==> config.mk <==
export PLATFORM = sky130hd
export DESIGN_NAME = seven_seg_scan
export DESIGN_NICKNAME = d
export VERILOG_FILES = /design/src/rtl/seven_seg_scan.sv
export SDC_FILE = /design/constraint.sdc
export NUM_CORES = 1
export LEC_CHECK = 0
export ABC_CLOCK_PERIOD_IN_PS = 3000
export CAP_MARGIN = 20
export CORE_ASPECT_RATIO = 1.1
export CORE_MARGIN = 2
export CORE_UTILIZATION = 61
export DETAILED_ROUTE_END_ITERATION = 12
export PLACE_DENSITY = 0.9
export RECOVER_POWER = 100
export SLEW_MARGIN = 0
export SYNTH_ARGS = -nofsm -noshare
export SYNTH_HDL_FRONTEND = slang
export SYNTH_SLANG_ARGS = --single-unit
==> constraint.sdc <==
create_clock -name i_Clk -period 3 [get_ports i_Clk]
set_input_delay 0.45 -clock i_Clk [delete_from_list [all_inputs] [get_ports i_Clk]]
set_output_delay 0.45 -clock i_Clk [all_outputs]
set_load 0.03 [all_outputs]
==> src/rtl/seven_seg_scan.sv <==
// Four-digit multiplexed seven-segment scanner: cycles one digit per slot
// with a leading guard gap, double-buffers the shown value so a frame never
// tears, and optionally blanks leading zeros.
module seven_seg_scan #(
    parameter int unsigned CLKS_PER_DIGIT = 50000,
    parameter int unsigned GUARD_CLKS     = 2,
    parameter bit          EN_ACTIVE_LOW  = 1'b1
) (
    input  logic        i_Clk,
    input  logic        i_Rst,
    input  logic [15:0] i_Value,
    input  logic        i_Value_Valid,
    input  logic [3:0]  i_Dp,
    input  logic        i_Blank_Lead_Zero,
    output logic [3:0]  o_Nibble,
    output logic [3:0]  o_Digit_En,
    output logic        o_Dp,
    output logic        o_Frame_Start
);

    localparam int unsigned TICK_W   = $clog2(CLKS_PER_DIGIT);
    localparam logic [3:0]  EN_OFF   = EN_ACTIVE_LOW ? 4'hF : 4'h0;

    logic [TICK_W-1:0] r_Tick;
    logic [1:0]        r_Idx;
    logic [15:0]       r_Disp_Val;
    logic [3:0]        r_Disp_Dp;
    logic [15:0]       r_Pend_Val;
    logic [3:0]        r_Pend_Dp;
    logic              r_Pend_Flag;
    logic              r_Wrap_D;

    logic              w_Term;
    logic              w_Boundary;
    logic [3:0]        w_Blank;
    logic              w_On;
    logic [3:0]        w_Onehot;
    logic [3:0]        w_Nibble;

    // Slot timing, blanking and enable decode for the current digit
    always_comb begin
        w_Term     = (r_Tick == TICK_W'(CLKS_PER_DIGIT - 1));
        w_Boundary = w_Term && (r_Idx == 2'd3);
        w_Blank    = 4'b0000;
        w_Blank[1] = i_Blank_Lead_Zero && (r_Disp_Val[15:4]  == 12'h000);
        w_Blank[2] = i_Blank_Lead_Zero && (r_Disp_Val[15:8]  == 8'h00);
        w_Blank[3] = i_Blank_Lead_Zero && (r_Disp_Val[15:12] == 4'h0);
        w_On       = (r_Tick >= TICK_W'(GUARD_CLKS)) && !w_Blank[r_Idx];
        w_Onehot   = 4'b0001 << r_Idx;
        w_Nibble   = r_Disp_Val[{r_Idx, 2'b00} +: 4];
    end

    // Slot counter and digit index
    always_ff @(posedge i_Clk or posedge i_Rst) begin
        if (i_Rst) begin
            r_Tick <= '0;
            r_Idx  <= 2'd0;
        end else if (w_Term) begin
            r_Tick <= '0;
            r_Idx  <= r_Idx + 2'd1;
        end else begin
            r_Tick <= r_Tick + TICK_W'(1);
        end
    end

    // Pending/display double buffer; display only changes on a frame boundary
    always_ff @(posedge i_Clk or posedge i_Rst) begin
        if (i_Rst) begin
            r_Disp_Val  <= 16'h0000;
            r_Disp_Dp   <= 4'h0;
            r_Pend_Val  <= 16'h0000;
            r_Pend_Dp   <= 4'h0;
            r_Pend_Flag <= 1'b0;
        end else if (w_Boundary) begin
            if (i_Value_Valid) begin
                r_Disp_Val <= i_Value;
                r_Disp_Dp  <= i_Dp;
            end else if (r_Pend_Flag) begin
                r_Disp_Val <= r_Pend_Val;
                r_Disp_Dp  <= r_Pend_Dp;
            end
            r_Pend_Flag <= 1'b0;
        end else if (i_Value_Valid) begin
            r_Pend_Val  <= i_Value;
            r_Pend_Dp   <= i_Dp;
            r_Pend_Flag <= 1'b1;
        end
    end

    // Registered outputs, one cycle behind the slot state
    always_ff @(posedge i_Clk or posedge i_Rst) begin
        if (i_Rst) begin
            r_Wrap_D      <= 1'b0;
            o_Nibble      <= 4'h0;
            o_Digit_En    <= EN_OFF;
            o_Dp          <= 1'b0;
            o_Frame_Start <= 1'b0;
        end else begin
            r_Wrap_D      <= w_Boundary;
            o_Nibble      <= w_Nibble;
            o_Digit_En    <= w_On ? (w_Onehot ^ EN_OFF) : EN_OFF;
            o_Dp          <= r_Disp_Dp[r_Idx] && w_On;
            o_Frame_Start <= r_Wrap_D;
        end
    end

endmodule
-- Yosys cells after proc, flatten, opt, wreduce, memory -nomap -nowiden
Cells that the tools add are included.
- add/subtract/negate cells: 2
- bitwise logic cells: 2
- magnitude comparators: 2
- shift operators: 2
- reductions and logical operators: 14
- multiplexer cells: 12
- eq/ne operators: 2
- operators by type and width (cell ; count):
    16-bit two-way mux ; 3
    16-bit by 1-bit adder with 16-bit output, second input constant ; 1
    16-bit equality test, second input constant ; 1
    16-bit by 2-bit >= comparator with 1-bit output, second input constant ; 1
    16-bit by 5-bit variable part select with 4-bit output ; 1
    12-bit zero test ; 1
    4-bit two-way mux ; 3
    8-bit zero test ; 1
    1-bit logical AND ; 6
    1-bit binary-select mux with 2-bit select ; 2
    4-bit zero test ; 1
    1-bit two-way mux ; 4
    4-bit NOT ; 1
    2-bit AND reduction ; 2
    2-bit nonzero test ; 2
    1-bit by 2-bit << shifter with 4-bit output, first input constant ; 1
    2-bit by 3-bit less-than comparator with 1-bit output, second input constant ; 1
    2-bit by 1-bit adder with 2-bit output, second input constant ; 1
    2-bit equality test, second input constant ; 1
    1-bit zero test ; 1
    1-bit NOT ; 1
- flip-flop bits (word level): 70
- logic and storage cells: 48
- output and inout port bits: 10
- input port bits: 24

-- Depth between registers and ports, before layout
- word-level depth: 7
- mapped depth: 7

-- Worst setup path before layout
OpenSTA, ideal clock, no wires.
- kind: register -> register
- start: register r_Tick[0]
- end: register r_Pend_Dp[0]
- arrival: 1743 ps
- setup time: 127 ps
- required time: 2873 ps
- slack: 1129 ps
- stages on the path, launching flop included: 8
- cell sequence: dfrtp_1 -> ha_1 -> and4_1 -> and4_1 -> buf_4 -> nand2b_4 -> buf_6 -> mux2_1
- word-level cells in the longest chain between the ends: 4
- ends and longest elaborated chain (item ; line ; source):
    start: declaration ; 24 ; logic [TICK_W-1:0] r_Tick;
    start signal: assignment ; 62 ; r_Tick <= r_Tick + TICK_W'(1);
    16-bit equality test ; 42 ; w_Term = (r_Tick == TICK_W'(CLKS_PER_DIGIT - 1));
    1-bit logical AND ; 43 ; w_Boundary = w_Term && (r_Idx == 2'd3);
    1-bit NOT (no line) ; n/a ;
    2-bit AND reduction (no line) ; n/a ;
    end signal: assignment ; 85 ; r_Pend_Dp <= i_Dp;
    end: declaration ; 29 ; logic [3:0] r_Pend_Dp;
No other way between the ends.
A chain may end at the register's enable or synchronous reset.

-- Worst setup path after layout
- start: register r_Tick[10]
- end: register r_Pend_Val[5]
- word-level cells in the longest chain between the ends: 4
- ends and longest elaborated chain (item ; line ; source):
    16-bit equality test ; 42 ;
    1-bit logical AND ; 43 ;
    1-bit NOT (no line) ; n/a ;
    2-bit AND reduction (no line) ; n/a ;
    end signal: assignment ; 84 ; r_Pend_Val <= i_Value;
    end: declaration ; 28 ; logic [15:0] r_Pend_Val;
No other way between the ends.

==> results.ini <==
[routing]
routed_length_per_placed_instance_um = 15.8
routed_via_density = 5.90
number_of_antenna_violating_nets_in_the_routed_design = 0
num_vias = 2343
drt-total-wl_mm = 6.27
drt_iter0_drc = 198
drt_pass1_iterations = 4
detail_route.drc_violations = 0

[flow_run]
max_cap_violations = 1

[clock_network]
clk_transition_reported_paths_ns = 0.07
cts_tree = done
clock-sinks = 70
post_cts.resized_instances = 0
clk-insertion-delay-late_ns = 0.34
ctsHoldBuffers = 0
cts.path.max_buffers = 2
htreeDepth = 3
cts_buf_count = 9
cts_root_buffer = sky130_fd_sc_hd__clkbuf_8
post_cts_buffers = 0

[setup_path]
critical_path.max_fanout = 20
worstReg2RegStart = r_Tick[10]$_DFF_PP0_
worst_setup_path_endpoint = r_Pend_Val[5]$_DFFE_PP0P_
worst_setup_path_start_kind = flop
ff2ff_path_depth = 5
crit_start = r_Tick[10]$_DFF_PP0_
critPathCaptureType = flop
critPathArrivalTime_ns = 2.66
timing_worst_setup_path_type = reg -> reg
critical_path_required_ns = 3.23
r2r-end = r_Pend_Val[5]$_DFFE_PP0P_
r2r_slack_ns = 0.56

[yosys]
postSynthNetCount = 311
synthesis_warning_total = 0
avgSynthCellArea_sq_um = 12.0
yosysSeqAreaShare = 0.520
ys_ff_latch = 70
post_synth_num_cell_types = 45
post_synth_inst_count = 281
syn_area_sq_um = 3380

[sta]
final_number_of_max_transition_violations = 71
finalWorstPathRequiredPeriod_ns = 2.44
worst_slack_ns = 0.562
max_slew_margin = -0.0972
worst_pin_slew_ns = 1.65
worst_clock_skew_ns = 0.00650
rsz_0062_raised_after_global_routing = false
report.final.hold_viol_count = 0
setup_total_negative_slack_ns = 0
setup_viol_count_final = 0
share_of_the_clock_period_used_by_the_worst_path = 0.813
fmaxAchievable_ghz = 0.410

[place]
dp_slack_ns = 0.754
place.detailed.hpwl_mm = 4.40
place_congestion = 0.876
detailed_place.area_sq_um = 3770
place.port_buffers = 33

[power]
vdd_drop_max_uv = 315
leakagePower_nw = 1.72
finalPower_w = 0.00187
power.density_nw_per_um2 = 483

[layout]
syn2layout_area_growth_pct = 14.4
drive_gt1_frac = 0.115
nFillCells = 392
final_core_utilization = 0.721
final_nets = 347
num_antenna_cells = 0
final_area_sq_um = 3860

[outcome]
run_status = finished with violations
violations = max-capacitance violations, max-slew violations

[floorplanning]
die-width_um = 74.9
floorplan.initialDensity = 0.630
number_of_cell_rows = 28
design.die.area_sq_um = 6150
die-height_um = 82.0
coreArea_sq_um = 5360
design.portCount = 34

[grt]
antenna_violations_before_repair = 0
first_pass_grt_wire_length_mm = 10.6
number_of_global_route_vias_before_repair = 2195
groute.usage.overall = 0.232
pin_count_of_the_biggest_net_entering_global_routing = 71
global_route_total_overflow = 0

[min_path]
min-delay-path-class = reg -> reg
timing.hold.worst_path_depth = 0
timing.hold.worst.start = r_Wrap_D$_DFF_PP0_

[cell families (layout without fill, tap and decap cells)]
logic type | count (synthesis) | in the layout | synth area share
xor+xnor | 12 | 12 | 0.0311
flops | 70 | 70 | 0.520
simple gates | 86 | 86 | 0.159
buf+inv | 35 | 76 | 0.0482
compound gates | 42 | 42 | 0.104
fa+ha+maj | 6 | 6 | 0.0222
mux | 30 | 30 | 0.115
[through the flow]
stage          instances  hold WS, ns
4_1_cts              397        0.368
2_1_floorplan        281        0.331
3_5_place_dp         381        0.352
6_report             397        0.365
5_1_grt              397        0.384
3_3_place_gp         381        0.334
[worst max-delay path, stage by stage (launching register included)]
cell	delay (ns)
sky130_fd_sc_hd__dfrtp_1	0.42
sky130_fd_sc_hd__nor4_1	0.69
sky130_fd_sc_hd__and4_1	0.33
sky130_fd_sc_hd__buf_4	0.19
sky130_fd_sc_hd__nand2b_4	0.32
sky130_fd_sc_hd__mux2_1	0.37
[worst min-delay path by stage]
stage / end / slack (ns)
5_1_grt: o_Frame_Start$_DFF_PP0_ / 0.38
4_1_cts: o_Frame_Start$_DFF_PP0_ / 0.37
3_3_place_gp: o_Frame_Start$_DFF_PP0_ / 0.33
2_1_floorplan: o_Frame_Start$_DFF_PP0_ / 0.33
3_5_place_dp: o_Frame_Start$_DFF_PP0_ / 0.35
6_report: o_Frame_Start$_DFF_PP0_ / 0.37
[synth_stat cells]
master | number | area, sq um
sky130_fd_sc_hd__a21o_1 | 1 | 7.51
sky130_fd_sc_hd__dfstp_2 | 4 | 105
sky130_fd_sc_hd__nor3_2 | 1 | 10.0
sky130_fd_sc_hd__and3_1 | 9 | 56.3
sky130_fd_sc_hd__o21a_1 | 1 | 7.51
sky130_fd_sc_hd__buf_4 | 2 | 15.0
sky130_fd_sc_hd__nand4_1 | 7 | 43.8
sky130_fd_sc_hd__nand2b_4 | 1 | 13.8
sky130_fd_sc_hd__or4_1 | 1 | 7.51
sky130_fd_sc_hd__o21ai_0 | 17 | 85.1
sky130_fd_sc_hd__inv_1 | 20 | 75.1
sky130_fd_sc_hd__mux2_1 | 20 | 225
sky130_fd_sc_hd__nand2_1 | 8 | 30.0
sky130_fd_sc_hd__buf_6 | 3 | 33.8
sky130_fd_sc_hd__nand3_1 | 26 | 130
sky130_fd_sc_hd__buf_2 | 1 | 5.00
sky130_fd_sc_hd__nor4_1 | 5 | 31.3
sky130_fd_sc_hd__o211ai_1 | 1 | 7.51
sky130_fd_sc_hd__nor3_1 | 1 | 5.00
sky130_fd_sc_hd__and2_1 | 1 | 6.26
sky130_fd_sc_hd__mux4_2 | 5 | 113
sky130_fd_sc_hd__a2bb2oi_2 | 10 | 150
sky130_fd_sc_hd__nor2_1 | 10 | 37.5
sky130_fd_sc_hd__dfrtp_1 | 66 | 1650
sky130_fd_sc_hd__nor4_4 | 2 | 42.5
sky130_fd_sc_hd__xor2_1 | 6 | 52.6
sky130_fd_sc_hd__nor3b_1 | 3 | 22.5
sky130_fd_sc_hd__mux2_2 | 1 | 11.3
sky130_fd_sc_hd__and4_1 | 6 | 52.6
sky130_fd_sc_hd__ha_1 | 6 | 75.1
sky130_fd_sc_hd__clkinv_1 | 1 | 3.75
sky130_fd_sc_hd__nand3b_2 | 1 | 11.3
sky130_fd_sc_hd__nand2b_1 | 1 | 6.26
sky130_fd_sc_hd__o31ai_1 | 1 | 7.51
sky130_fd_sc_hd__o22ai_1 | 1 | 6.26
sky130_fd_sc_hd__mux2i_1 | 4 | 40.0
sky130_fd_sc_hd__and4bb_2 | 1 | 12.5
sky130_fd_sc_hd__clkbuf_1 | 7 | 26.3
sky130_fd_sc_hd__buf_1 | 1 | 3.75
sky130_fd_sc_hd__and4b_1 | 1 | 10.0
sky130_fd_sc_hd__a31oi_1 | 3 | 18.8
sky130_fd_sc_hd__xnor2_1 | 6 | 52.6
sky130_fd_sc_hd__a2bb2oi_1 | 6 | 52.6
sky130_fd_sc_hd__nand4b_1 | 1 | 8.76
sky130_fd_sc_hd__a21boi_0 | 1 | 7.51
[cells in the final DEF (no fill, tap or decap), types with 2 or more instances in the layout]
cell type                         synthesis  final
sky130_fd_sc_hd__ha_1                     6      6
sky130_fd_sc_hd__xor2_1                   6      6
sky130_fd_sc_hd__mux2i_1                  4      4
sky130_fd_sc_hd__a31oi_1                  3      3
sky130_fd_sc_hd__and4_1                   6      6
sky130_fd_sc_hd__clkbuf_8                 0      9
sky130_fd_sc_hd__nor4_1                   5      7
sky130_fd_sc_hd__clkbuf_2                 0      2
sky130_fd_sc_hd__nand2_1                  8      8
sky130_fd_sc_hd__nor2_1                  10     10
sky130_fd_sc_hd__dfrtp_1                 66     66
sky130_fd_sc_hd__a2bb2oi_2               10      3
sky130_fd_sc_hd__dlygate4sd3_1            0     11
sky130_fd_sc_hd__clkinv_1                 1      2
sky130_fd_sc_hd__dfstp_2                  4      4
sky130_fd_sc_hd__o21ai_0                 17     17
sky130_fd_sc_hd__nand4_1                  7      7
sky130_fd_sc_hd__xnor2_1                  6      6
sky130_fd_sc_hd__nor3b_1                  3      3
sky130_fd_sc_hd__and3_1                   9      9
sky130_fd_sc_hd__mux4_2                   5      5
sky130_fd_sc_hd__clkinv_2                 0      4
sky130_fd_sc_hd__inv_1                   20     19
sky130_fd_sc_hd__clkdlybuf4s50_1          0     22
sky130_fd_sc_hd__a2bb2oi_1                6     13
sky130_fd_sc_hd__clkbuf_1                 7      2
sky130_fd_sc_hd__nand3_1                 26     26
sky130_fd_sc_hd__buf_4                    2      4
sky130_fd_sc_hd__mux2_1                  20     20
[sequential cells by signal (all words and copies together), names as in the netlist]
name,count
o_Dp,1
o_Digit_En,4
r_Pend_Dp,4
o_Frame_Start,1
r_Pend_Val,16
o_Nibble,4
r_Tick,16
r_Disp_Dp,4
r_Idx,2
r_Disp_Val,16
r_Wrap_D,1
r_Pend_Flag,1
[where the power goes]
part           switching (W)  total [W]  internal (W)
sequential         0.0000245    0.00101      0.000985
clock               0.000330   0.000709      0.000379
combinational      0.0000726   0.000148     0.0000750
total               0.000428    0.00187       0.00144
[area by class of cell]
class,count,area [sq um],area share
clock buffer,11,131,0.0340
clock inverter,5,50.0,0.0129
inverter,21,78.8,0.0204
multi-input combinational,176,1380,0.358
sequential,70,1760,0.455
tap,75,93.8,0.0243
timing repair buffer,39,370,0.0958
[layer usage]
layer | vias up | GRT usage | routed length (um) | part of all wire
li1 | 1090 | - | - | -
met1 | 1185 | 0.329 | 2860 | 0.46
met2 | 58 | 0.342 | 3040 | 0.48
met3 | 10 | 0.0528 | 262 | 0.042
met4 | 0 | 0.105 | 114 | 0.018
met5 | - | 0 | 0 | 0
Note: power is estimated with default switching activity, not from simulation.
